### src/rtl/skew_feed_ctrl_if.sv
// skew_feed_ctrl_if: sequencer/FIFO/PE-grid signals of the skewed west-edge feeder
interface skew_feed_ctrl_if #(
    parameter int ROWS  = 4,
    parameter int LEN_W = 8
);
    logic             start;
    logic [LEN_W-1:0] len;
    logic [ROWS-1:0]  fifo_empty;
    logic [ROWS-1:0]  fifo_rd_en;
    logic [ROWS-1:0]  row_valid;
    logic             shift_en;
    logic             busy;
    logic             done;

    modport master (
        output start, len, fifo_empty,
        input  fifo_rd_en, row_valid, shift_en, busy, done
    );

    modport slave (
        input  start, len, fifo_empty,
        output fifo_rd_en, row_valid, shift_en, busy, done
    );
endinterface

### src/rtl/skew_feed_ctrl.sv
// skew_feed_ctrl: lockstep diagonally skewed reads from ROWS FIFOs into the systolic array west edge
module skew_feed_ctrl #(
    parameter int ROWS      = 4,
    parameter int LEN_W     = 8,
    parameter int DRAIN_CYC = 4
) (
    input logic             clk,
    input logic             rst,
    skew_feed_ctrl_if.slave bus
);
    localparam int SW = LEN_W + $clog2(ROWS) + 1;
    localparam int DW = DRAIN_CYC > 1 ? $clog2(DRAIN_CYC) : 1;
    localparam logic [1:0] IDLE  = 2'd0;
    localparam logic [1:0] FEED  = 2'd1;
    localparam logic [1:0] DRAIN = 2'd2;
    localparam logic [1:0] DONE  = 2'd3;

    logic [1:0]       state_q, state_d;
    logic [SW-1:0]    step_q, step_d, last_step;
    logic [LEN_W-1:0] len_q, len_d;
    logic [DW-1:0]    drain_q, drain_d;
    logic [ROWS-1:0]  need, rd_en, row_valid_q, row_valid_d;
    logic             shift_en_q, shift_en_d, advance;

    // row i is live while the shared step sits inside its skewed window [i, i+len_q)
    always_comb begin
        need = '0;
        for (int i = 0; i < ROWS; i++)
            need[i] = state_q == FEED && step_q >= SW'(i) && (step_q - SW'(i)) < SW'(len_q);
        advance   = state_q == FEED && (need & bus.fifo_empty) == '0;
        rd_en     = need & {ROWS{advance}};
        last_step = SW'(len_q) + SW'(ROWS) - SW'(2);
    end

    // pass sequencing: feed until the last skewed step, flush the grid, pulse done
    always_comb begin
        state_d     = state_q;
        step_d      = step_q;
        len_d       = len_q;
        drain_d     = drain_q;
        row_valid_d = rd_en;
        shift_en_d  = advance || state_q == DRAIN;
        case (state_q)
            IDLE: if (bus.start) begin
                len_d   = bus.len;
                step_d  = '0;
                state_d = bus.len == '0 ? DONE : FEED;
            end
            FEED: if (advance) begin
                step_d  = step_q + SW'(1);
                drain_d = '0;
                state_d = step_q == last_step ? (DRAIN_CYC == 0 ? DONE : DRAIN) : FEED;
            end
            DRAIN: begin
                drain_d = drain_q + DW'(1);
                state_d = drain_q == DW'(DRAIN_CYC - 1) ? DONE : DRAIN;
            end
            default: state_d = IDLE;
        endcase
    end

    // state and registered outputs; reset aborts any pass without a done pulse
    always_ff @(posedge clk or posedge rst) begin
        if (rst) begin
            state_q     <= IDLE;
            step_q      <= '0;
            len_q       <= '0;
            drain_q     <= '0;
            row_valid_q <= '0;
            shift_en_q  <= 1'b0;
        end else begin
            state_q     <= state_d;
            step_q      <= step_d;
            len_q       <= len_d;
            drain_q     <= drain_d;
            row_valid_q <= row_valid_d;
            shift_en_q  <= shift_en_d;
        end
    end

    assign bus.fifo_rd_en = rd_en;
    assign bus.row_valid  = row_valid_q;
    assign bus.shift_en   = shift_en_q;
    assign bus.busy       = state_q != IDLE;
    assign bus.done       = state_q == DONE;
endmodule
### src/flat_wrapper.sv
// flat-port wrapper written by rule: the top's interface ports become plain ports
module skew_feed_ctrl_flat 
#(
    parameter int ROWS      = 4,
    parameter int LEN_W     = 8,
    parameter int DRAIN_CYC = 4
)
  (clk, rst, bus_start, bus_len, bus_fifo_empty, bus_fifo_rd_en, bus_row_valid, bus_shift_en, bus_busy, bus_done);
  skew_feed_ctrl_if #(.ROWS(ROWS), .LEN_W(LEN_W)) bus_i ();
  input logic clk;
  input logic rst;
  input wire logic [$bits(bus_i.start)-1:0] bus_start;
  input wire logic [$bits(bus_i.len)-1:0] bus_len;
  input wire logic [$bits(bus_i.fifo_empty)-1:0] bus_fifo_empty;
  output wire logic [$bits(bus_i.fifo_rd_en)-1:0] bus_fifo_rd_en;
  output wire logic [$bits(bus_i.row_valid)-1:0] bus_row_valid;
  output wire logic [$bits(bus_i.shift_en)-1:0] bus_shift_en;
  output wire logic [$bits(bus_i.busy)-1:0] bus_busy;
  output wire logic [$bits(bus_i.done)-1:0] bus_done;
  assign bus_i.start = bus_start;
  assign bus_i.len = bus_len;
  assign bus_i.fifo_empty = bus_fifo_empty;
  assign bus_fifo_rd_en = bus_i.fifo_rd_en;
  assign bus_row_valid = bus_i.row_valid;
  assign bus_shift_en = bus_i.shift_en;
  assign bus_busy = bus_i.busy;
  assign bus_done = bus_i.done;
  skew_feed_ctrl #(.ROWS(ROWS), .LEN_W(LEN_W), .DRAIN_CYC(DRAIN_CYC)) u_core (.clk(clk), .rst(rst), .bus(bus_i));
endmodule
### config.mk
export PLATFORM = sky130hd
export DESIGN_NAME = skew_feed_ctrl_flat
export DESIGN_NICKNAME = d
export VERILOG_FILES = /design/src/rtl/skew_feed_ctrl_if.sv /design/src/rtl/skew_feed_ctrl.sv /design/src/flat_wrapper.sv
export SDC_FILE = /design/constraint.sdc
export NUM_CORES = 1
export LEC_CHECK = 0
export ABC_AREA = 0
export CORE_MARGIN = 2
export CORE_UTILIZATION = 45
export DETAILED_ROUTE_END_ITERATION = 10
export SLEW_MARGIN = 20
export SYNTH_ARGS = -nofsm -noshare
export SYNTH_HDL_FRONTEND = slang
export SYNTH_SLANG_ARGS = --single-unit
### constraint.sdc
create_clock -name clk -period 3.66 [get_ports clk]
set_input_delay 0.366 -clock clk [delete_from_list [all_inputs] [get_ports clk]]
set_output_delay 0.366 -clock clk [all_outputs]
set_load 0.02 [all_outputs]
# [Word-level counts from Yosys, hierarchy flattened]
# Cells that the tools add are included.
# Widths: inputs -> output; s select.
[totals] in_bits=15 output_inout_bits=11 elab_cells=61 register_bits=28
[op_classes] mux=11 n_addsub=7 bitwise=2 n_lt_le_gt_ge=8 n_reduce_logical=20 n_eq_ne=7
[ops] op="$lt 11x8->1" n=4
[ops] op="$sub 11x2->11 const B" n=3
[ops] op="$ge 11x1->1 const B" n=2
[ops] op="$ge 11x2->1 const B" n=2
[ops] op="$mux 11" n=2
[ops] op="$pmux 11 s2" n=1
[ops] op="$add 11x1->11 const B" n=1
[ops] op="$eq 11x11->1" n=1
[ops] op="$sub 11x1->11 const B" n=1
[ops] op="$mux 2" n=5
[ops] op="$add 8x3->9 const B" n=1
[ops] op="$logic_and 1x1->1" n=9
[ops] op="$and 4x4->4" n=2
[ops] op="$logic_not 8->1" n=1
[ops] op="$eq 2x2->1 const B" n=3
[ops] op="$pmux 2 s3" n=1
[ops] op="$reduce_and 2->1" n=3
[ops] op="$reduce_bool 2->1" n=3
[ops] op="$logic_not 4->1" n=1
[ops] op="$pmux 2 s2" n=1
[ops] op="$reduce_and 3->1" n=1
[ops] op="$add 2x1->2 const B" n=1
[ops] op="$eq 2x1->1 const B" n=1
[ops] op="$logic_not 2->1" n=1
[ops] op="other kinds (4)" n=4

# [Longest topological paths before layout]
# Gate-level depths: netlist of run 1.
[logic_depth] ltp_word=8 depth_mapped=17 ltp_nobuf=14

# [Least setup slack after synthesis of run 1]
# Ideal clock, no wire load.
[synth_path] path_type="reg-to-output" from="register u_core.step_q[2]" to="output port bus_fifo_rd_en[1]" slack_ns=0.134 required_time_ns=3.294 path_stages_with_launch=18 t_arrival_ns=3.160 path_buffers=3 path_cell_list="dfrtp_1 > buf_6 > clkbuf_1 > inv_1 > ha_1 > inv_1 > a21oi_1 > nand2_1 > xnor2_1 > ha_1 > nand4_1 > a21oi_1 > o31ai_1 > nand4_1 > o2111ai_2 > or2_2 > buf_2 > nor2_1"
[synth_via] elab_chain_len=7 elab_cells_between_ends=23 classes_between="add/sub (3); order compare (8); bitwise (2); reduce/logical (10)"
[synth_rtl] element="start, declared" line="skew_feed_ctrl.sv:19" text="logic [SW-1:0] step_q, step_d, last_step;"
[synth_rtl] element="start signal, assigned" line="skew_feed_ctrl.sv:73" text="step_q <= step_d;"
[synth_rtl] element="$sub 11x1->11, or another cell as far along" line="skew_feed_ctrl.sv:29" text="need[i] = state_q == FEED && step_q >= SW'(i) && (step_q - SW'(i)) < SW'(len_q);"
[synth_rtl] element="$lt 11x8->1 / $logic_and 1x1->1 (equally long branches)" line="skew_feed_ctrl.sv:29"
[synth_rtl] element="$logic_and 1x1->1" line="skew_feed_ctrl.sv:29"
[synth_rtl] element="$and 4x4->4" line="skew_feed_ctrl.sv:30" text="advance = state_q == FEED && (need & bus.fifo_empty) == '0;"
[synth_rtl] element="$logic_not 4->1" line="skew_feed_ctrl.sv:30"
[synth_rtl] element="$logic_and 1x1->1" line="skew_feed_ctrl.sv:30"
[synth_rtl] element="$and 4x4->4 (*)" line="skew_feed_ctrl.sv:31" text="rd_en = need & {ROWS{advance}};"
[synth_rtl] element="end, declared" line="flat_wrapper.sv:15" text="output wire logic [$bits(bus_i.fifo_rd_en)-1:0] bus_fifo_rd_en;"
# Mark *: on every way between the ends. The rest lies on a longest branch, timed or not.

# [Final worst setup path of run 1]
[layout_path] from="register u_core.step_q[5]" to="output port bus_fifo_rd_en[3]"
# Same word-level chain as after synthesis.

==> results, run 1 <==
- The routed design has 8501 µm of wire.
- The number of violations of the max-capacitance limit is 0.
- The dominant delay contributor by cell family on the critical path is simple AND/OR/NAND/NOR gates.
- Buffers inserted to repair hold after CTS numbered 0.
- For this run, the leading register cell type out of synthesis is sky130_fd_sc_hd__dfrtp_1.
- For the worst setup path, the data arrival time is 3200 ps.
- The half-perimeter wire length of the detailed placement result is 6521 µm.
- The library cell used most frequently in the layout, excluding fill and tap cells, is sky130_fd_sc_hd__buf_4.
- Counting the buffers created by CTS gives 3.
- The count of vias placed by the detailed router is 2832.
- Along the worst path, the maximum fanout reaches 6.
- TritonCTS built the clock tree.
- The core region is 6386 µm².
- STA puts the critical path data required time at 3290 ps.
- On the worst path, the slowest cell contributes a delay of 580 ps.
- The area occupied by multi-input gates is 2185 µm².
- Entering global routing, the biggest net connects 29 pins.
- The post-synthesis cell area is 2980 µm².
- Once the floorplan was initialized, standard cells occupied 46.67% of the core.
- The worst slack on hold paths is 474.3 ps.
- The worst setup path is of the flip-flop to output port kind.
- After floorplanning, the core was divided into 29 placement rows.
- The routed via count divided by cell count is 5.912.
- The total routing resource utilization after global routing is 24.17%.
- sky130_fd_sc_hd__dfrtp_1 takes more of the synthesized area than any other cell.
- The highest clock rate is 280.3 MHz.
- The clock insertion delay at the later pin of the skew report is 280 ps.
- The number of failing hold endpoints at the final stage is 0.
- From synthesis to final layout, the design area changed by 23.59%.
- Routability-driven placement finished with a final weighted congestion of 0.8838.
- The max-slew violation count is 0.
- Synthesis produced a netlist with a net count of 409.
- The library cells used most frequently in the layout, excluding fill and tap cells, are sky130_fd_sc_hd__buf_4, sky130_fd_sc_hd__ha_1, sky130_fd_sc_hd__dfrtp_1, sky130_fd_sc_hd__nor2_1, sky130_fd_sc_hd__nand2_1.
- CTS built an H-tree with a depth of 1.
- The number of search-and-repair iterations in the first detailed-routing pass is 4.
- The number of global-route vias before repair was 2760.
- The number of antenna cells inserted is 0.
- The critical path goes through or4_4, buf_4, nor2_1, xor2_1, ha_1, nand4_1, a21oi_2, o31ai_2, nand4_1, o2111ai_2, or2_4, nor2_1, buf_4.
- Setup repair after global routing could not meet its margin everywhere.
- The post-synthesis sequential element count is 28.
- The worst setup path is launched from a flip-flop.
- From left edge to right edge, the die measures 85.38 µm.
- The global-route wire length before repair is 13940 µm.
- Dividing the synthesized area by the synthesized cell count gives 8.419 µm².
- Once detail routing completed, the nets flagged for antenna violations numbered 0.
- The final setup skew is 4.550 ps.
- Registers take 703.2 µm².
- The portion of the post-synthesis area used by sequential elements is 23.51%.
- The setup violation total in the final timing report is 0.
- The flow ran to the end, and the final reports show no timing, DRC or antenna violations.
- The vertical die dimension is 85.38 µm.
- The worst setup path is captured at an output port.
- After the first detailed-routing iteration, the DRC count stood at 155.
- The fraction of layout cells with a size suffix above 1 is 19.65%.
- The wire length per cell after detailed routing is 17.75 µm.
- The clock tree root driver cell is sky130_fd_sc_hd__clkbuf_8.
- The number of antenna violations at the first check in global routing came to 0.
- The number of I/O pins is 26.
- The count of flip-flops with a built-in enable after synthesis is 0.
- In the routed design, unresolved DRC markers number 0.
- The final worst-path cycle share is 97.46%.
- The largest individual stage delay along the critical path comes from the cell sky130_fd_sc_hd__or4_4.
- The min-delay analysis places its worst path in the category input port to asynchronous set/reset pin.
- The critical path runs through a total of 13 cells.
- The minimum clock period is 3567 ps.
- The pin slew with the least headroom to its limit is 654.6 ps.
- After global routing the overflow that remains totals 0.
- The die covers 7290 µm².
- The fraction of registers with async set or reset after synthesis is 100.0%.
- For this run, the post-layout net count is 458.
- The count of distinct cell types in the synthesized netlist is 63.
- After clock tree synthesis, the clock-pin slew on the worst setup and hold paths is 110 ps.
- The total clock sinks is 28.
- The portion of synthesized cell area occupied by the leading cell type is 23.51%.
- The count of input and output buffers is 25.
- In the post-synthesis netlist, the biggest area contributors are sky130_fd_sc_hd__dfrtp_1, sky130_fd_sc_hd__ha_1, sky130_fd_sc_hd__xnor2_1, sky130_fd_sc_hd__xor2_1, sky130_fd_sc_hd__nor2_1.
- The number of warnings reported in the yosys synthesis log is 0.
- The number of cell instances on the worst register-to-register path is 14.
- After filler insertion, the fill cell instance count of the layout stands at 591.
- The relative max-transition margin is 55.23%.
- Counting along the longest clock path gives a buffer depth of 2.
- After technology mapping, the gate count stands at 354.
- The critical path contains buffers and inverters numbering 2 combined.
[registers in the layout, summed over array words and instances, names as in the netlist]
signal	cells
u_core.len_q	8
u_core.state_q	2
u_core.step_q	11
u_core.drain_q	2
u_core.bus.shift_en	1
u_core.bus.row_valid	4
[final timing paths]
check | startpoint | endpoint | slack, ps
min in group clk | u_core.drain_q[1] | u_core.drain_q[1] | 540
hold reg to reg | u_core.drain_q[1] | u_core.drain_q[1] | 540
setup / recovery | u_core.step_q[5] | bus_fifo_rd_en[3] | 90
setup reg to reg | u_core.step_q[5] | u_core.step_q[0] | 200
max in group asynchronous | rst | u_core.step_q[2] | 2740
hold / removal | rst | u_core.len_q[3] | 470
[kinds of logic after synthesis]
family / after synthesis / synth area share [%]
DFF: 28 / 23.51
xor gates and xnor gates: 33 / 9.698
muxes: 4 / 1.385
and+or+nand+nor: 131 / 24.69
buffers and inverters: 41 / 5.877
adders and majority gates: 40 / 16.79
AOI/OAI and AO/OA: 77 / 18.05
[area by class of cell]
class                      count  share of cell area, %
clock buffer                   3                  1.121
clock inverter                 1                 0.8152
inverter                      21                  2.140
multi-input combinational    285                  59.31
sequential                    28                  19.09
tap                           77                  2.615
timing repair buffer          64                  14.91
[metrics by stage]
| step | instances | worst slack (ps) | utilization (%) | setup TNS, ps | area [µm²] |
|---|---|---|---|---|---|
| CTS | 473 | 8.391 | 55.82 | 0 | 3565 |
| floorplan | 354 | 133.8 | - | 0 | 2980 |
| finish | 479 | 92.80 | 57.68 | 0 | 3684 |
| global route | 479 | -64.75 | 57.68 | -183.4 | 3684 |
| global placement | 469 | 18.82 | 54.66 | 0 | 3491 |
| detailed placement | 469 | -1.220 | 54.66 | -1.220 | 3491 |
[cells in the mapped netlist (5+ instances only)]
cell / instances
sky130_fd_sc_hd__or3_1: 7
sky130_fd_sc_hd__nand4_1: 12
sky130_fd_sc_hd__nand3_1: 10
sky130_fd_sc_hd__nor2_1: 27
sky130_fd_sc_hd__ha_1: 40
sky130_fd_sc_hd__xor2_1: 13
sky130_fd_sc_hd__buf_1: 5
sky130_fd_sc_hd__nand2_1: 24
sky130_fd_sc_hd__inv_1: 21
sky130_fd_sc_hd__dfrtp_1: 28
sky130_fd_sc_hd__and2_1: 5
sky130_fd_sc_hd__xnor2_1: 20
sky130_fd_sc_hd__o21ai_0: 20
sky130_fd_sc_hd__clkbuf_1: 11
sky130_fd_sc_hd__a21oi_1: 13
sky130_fd_sc_hd__nor3_1: 9
sky130_fd_sc_hd__o31ai_1: 8
[per-layer routing]
metal	vias up	share of wire, %	wire (µm)	track usage, %
li1	1388	-	-	-
met1	1371	48	4088	33.92
met2	71	48	4045	40.84
met3	2	4.0	336	3.113
met4	0	0.35	30	3.175
met5	-	0	0	0
[timing repair]
item,4_1_cts,5_1_grt
setup endpoints to repair,4,5
hold endpoints to repair,0,0
pin swaps,0,9
setup buffers,0,7
gates resized for setup,10,32
Power of run 1 is not shown: default switching activity piles up to over one toggle a cycle in this logic, so the estimate is an artifact.
==> run 2, diff against run 1 <==
- HOLD_SLACK_MARGIN: unset -> 0.06
==> results of run 2 <==
The final DEF is identical to that of run 1; final timing and power are the same.
Power of run 2 is left out for the same reason.
==> run 3, diff against run 2 <==
- SLEW_MARGIN: 20 -> unset
- clock period: 3.66 -> 3.4 ns (I/O delays scaled with it)
==> results, run 3 (same netlist as run 1, synthesis figures left out) <==
- Run status: finished with violations (was finished, final reports clean).
- The final reports fail on negative setup slack.
- The global-route wire length before repair is 14580 µm (was 13940 µm).
- The number of failing hold endpoints at the final stage came to 0 (unchanged).
- The count of input and output buffers came to 25 (unchanged).
- The wire length per cell after detailed routing is 17.60 µm (was 17.75 µm).
- The total routing resource utilization after global routing is 24.99% (was 24.17%).
- The post-layout net count was 478 (was 458).
- The area of the die came to 7290 µm² (unchanged).
- The number of filler cells placed in the layout is 592 (was 591).
- The count of vias placed by the detailed router came to 2951 (was 2832).
- The area overhead of the layout relative to synthesis is 29.60% (was 23.59%).
- The wire length after detailed routing was 8782 µm (was 8501 µm).
- The number of search-and-repair iterations in the first detailed-routing pass came to 5 (was 4).
- The clock buffer count from CTS was 3 (unchanged).
- The placement row count came to 29 (unchanged).
- The clock tree from TritonCTS is done (unchanged).
- The fraction of layout cells with a size suffix above 1 is 24.41% (was 19.65%).
- The number of antenna cells inserted is 0 (unchanged).
- The clock insertion delay at the later pin of the skew report came to 280 ps (about the same).
- The initial detailed-routing violation count is 158 (was 155).
- Most frequent cells in the layout: sky130_fd_sc_hd__buf_4, sky130_fd_sc_hd__ha_1, sky130_fd_sc_hd__dfrtp_1, sky130_fd_sc_hd__nand2_1, sky130_fd_sc_hd__clkdlybuf4s50_1 (was sky130_fd_sc_hd__buf_4, sky130_fd_sc_hd__ha_1, sky130_fd_sc_hd__dfrtp_1, sky130_fd_sc_hd__nor2_1, sky130_fd_sc_hd__nand2_1).
- The H-tree depth reported by CTS is 1 (unchanged).
- The clock tree buffer depth is 2 (unchanged).
- The routed via count divided by cell count is 5.914 (was 5.912).
- The placeable core region is 6386 µm² (unchanged).
- Counting I/O delays and the setup requirement, the final critical path takes 3402 ps.
- The number of violations of the max-capacitance limit came to 0 (unchanged).
- The max-slew violation count is 0 (unchanged).
- Setup repair after global routing missed its margin: true (unchanged).
- The clock tree root driver cell was sky130_fd_sc_hd__clkbuf_8 (unchanged).
- The required time of the worst setup path is 3060 ps (was 3290 ps).
- The arrival time reported for the critical path endpoint is 3060 ps (was 3200 ps).
- The number of DRC violations after detailed routing is 0 (unchanged).
- The maximum fanout encountered on the critical timing path came to 4 (was 6).
- The final worst-path cycle share is 100.1%.
- The setup violation total in the final timing report is 1 (was 0).
- The antenna violation net count after detailed routing is 0 (unchanged).
- The leading cell type in the layout, fill and taps excluded was sky130_fd_sc_hd__buf_4 (unchanged).
- The critical path class is flip-flop to output port (unchanged).
- The register with the most flip-flops is u_core.step_q (unchanged).
- The final worst setup slack came to -1.741 ps (was 92.80 ps).
- The relative max-transition margin was 27.00% (was 55.23%).
- The final design instance area without fill is 3862 µm² (was 3684 µm²).
- The number of global-route vias before repair is 2974 (was 2760).
- The number of flip-flops in the largest register was 11 (unchanged).
- The half-perimeter wire length of the detailed placement result came to 6884 µm (was 6521 µm).
- The kind of end point of the critical path is an output port (unchanged).
- The highest clock rate is 294.0 MHz.
- The floorplan die width came to 85.38 µm (unchanged).
- The pin slew with the least headroom to its limit was 1094 ps (was 654.6 ps).
- The critical path launch point type is a flip-flop (unchanged).
- The pin count of the biggest net entering global routing was 29 (unchanged).
- The number of I/O pins is 26 (unchanged).
- The total clock sinks is 28 (unchanged).
- The vertical die dimension is 85.38 µm (unchanged).
- The global placement routability congestion is 0.9866 (was 0.8838).
- The CTS clock-pin slew for the worst setup and hold paths is 100 ps (was 110 ps).
- The number of antenna violations at the first check in global routing is 0 (unchanged).
- The type of the tightest min-delay check is flip-flop to flip-flop (was input port to asynchronous set/reset pin).
- The final setup skew came to 11.48 ps (was 4.550 ps).
- The post-place instance area is 3665 µm² (was 3491 µm²).
- The starting density of the core was 46.67% (unchanged).
- The overflow left after global routing is 0 (unchanged).
==> run 3: cell types whose count changed in the layout (fill, tap and decap cells not counted), moves of 2 or more <==
cell,before,now
sky130_fd_sc_hd__buf_4,41,58
sky130_fd_sc_hd__buf_6,1,4
sky130_fd_sc_hd__inv_2,3,1
sky130_fd_sc_hd__nor2_4,2,5
sky130_fd_sc_hd__nor2_1,24,20
==> run 3: timing repair <==
action | 4_1_cts | 5_1_grt
setup buffers | 5 | 0
hold buffers | 0 | 0
endpoints found under the setup margin | 4 | 9
pin swaps | 8 | 7
resized for setup | 30 | 15
==> run 3: critical path, cell delays in order (launching register included) <==
cell	delay, ps
sky130_fd_sc_hd__dfrtp_1	410
sky130_fd_sc_hd__or4_4	580
sky130_fd_sc_hd__nor2_4	100
sky130_fd_sc_hd__xor2_1	150
sky130_fd_sc_hd__ha_1	290
sky130_fd_sc_hd__and4_1	190
sky130_fd_sc_hd__o31ai_2	250
sky130_fd_sc_hd__nand4_1	160
sky130_fd_sc_hd__o2111ai_2	240
sky130_fd_sc_hd__or2_4	220
sky130_fd_sc_hd__nor2_4	50
sky130_fd_sc_hd__buf_6	130
==> run 3: stage by stage <==
stage          hold WS [ps]  util (%)  TNS [ps]  std cells  setup WS [ps]
3_5_place_dp          519.1     57.39    -774.9        490         -202.7
3_3_place_gp          506.5     57.39    -799.1        490         -205.2
4_1_cts               543.3     59.68  -0.02887        499       -0.02887
2_1_floorplan         405.4         -         0        354          38.90
5_1_grt               559.6     60.48    -733.6        499         -186.7
6_report              543.8     60.48    -1.741        499         -1.741
==> run 3: final cells by class <==
type | instances | area, µm² | area share, %
Tap cell | 77 | 96.34 | 2.494
Sequential cell | 28 | 701.9 | 18.17
Timing Repair Buffer | 84 | 695.7 | 18.01
Clock inverter | 1 | 30.03 | 0.7775
Multi-Input combinational cell | 285 | 2216 | 57.37
Clock buffer | 3 | 41.29 | 1.069
Inverter | 21 | 81.33 | 2.106
==> run 3: worst paths after layout <==
| kind | slack [ps] | cells past startpoint | end | from |
|---|---|---|---|---|
| max in group asynchronous | 2040 | 2 | u_core.step_q[1] | rst |
| max reg2reg | 120 | 16 | u_core.step_q[0] | u_core.step_q[2] |
| min in group asynchronous | 630 | 2 | u_core.state_q[0] | rst |
| min reg2reg | 540 | 2 | u_core.drain_q[1] | u_core.drain_q[1] |
| min | 540 | 2 | u_core.drain_q[1] | u_core.drain_q[1] |
| max | -2 | 11 | bus_fifo_rd_en[2] | u_core.step_q[5] |
==> run 3: routing by layer <==
metal | vias to the layer above | wire length (µm) | GRT usage [%]
met5 | - | 0 | 0
met4 | 0 | 107 | 6.926
met3 | 10 | 444 | 2.529
met2 | 91 | 4447 | 44.46
met1 | 1420 | 3782 | 32.09
li1 | 1430 | - | -
Power of run 3 is left out for the same reason.
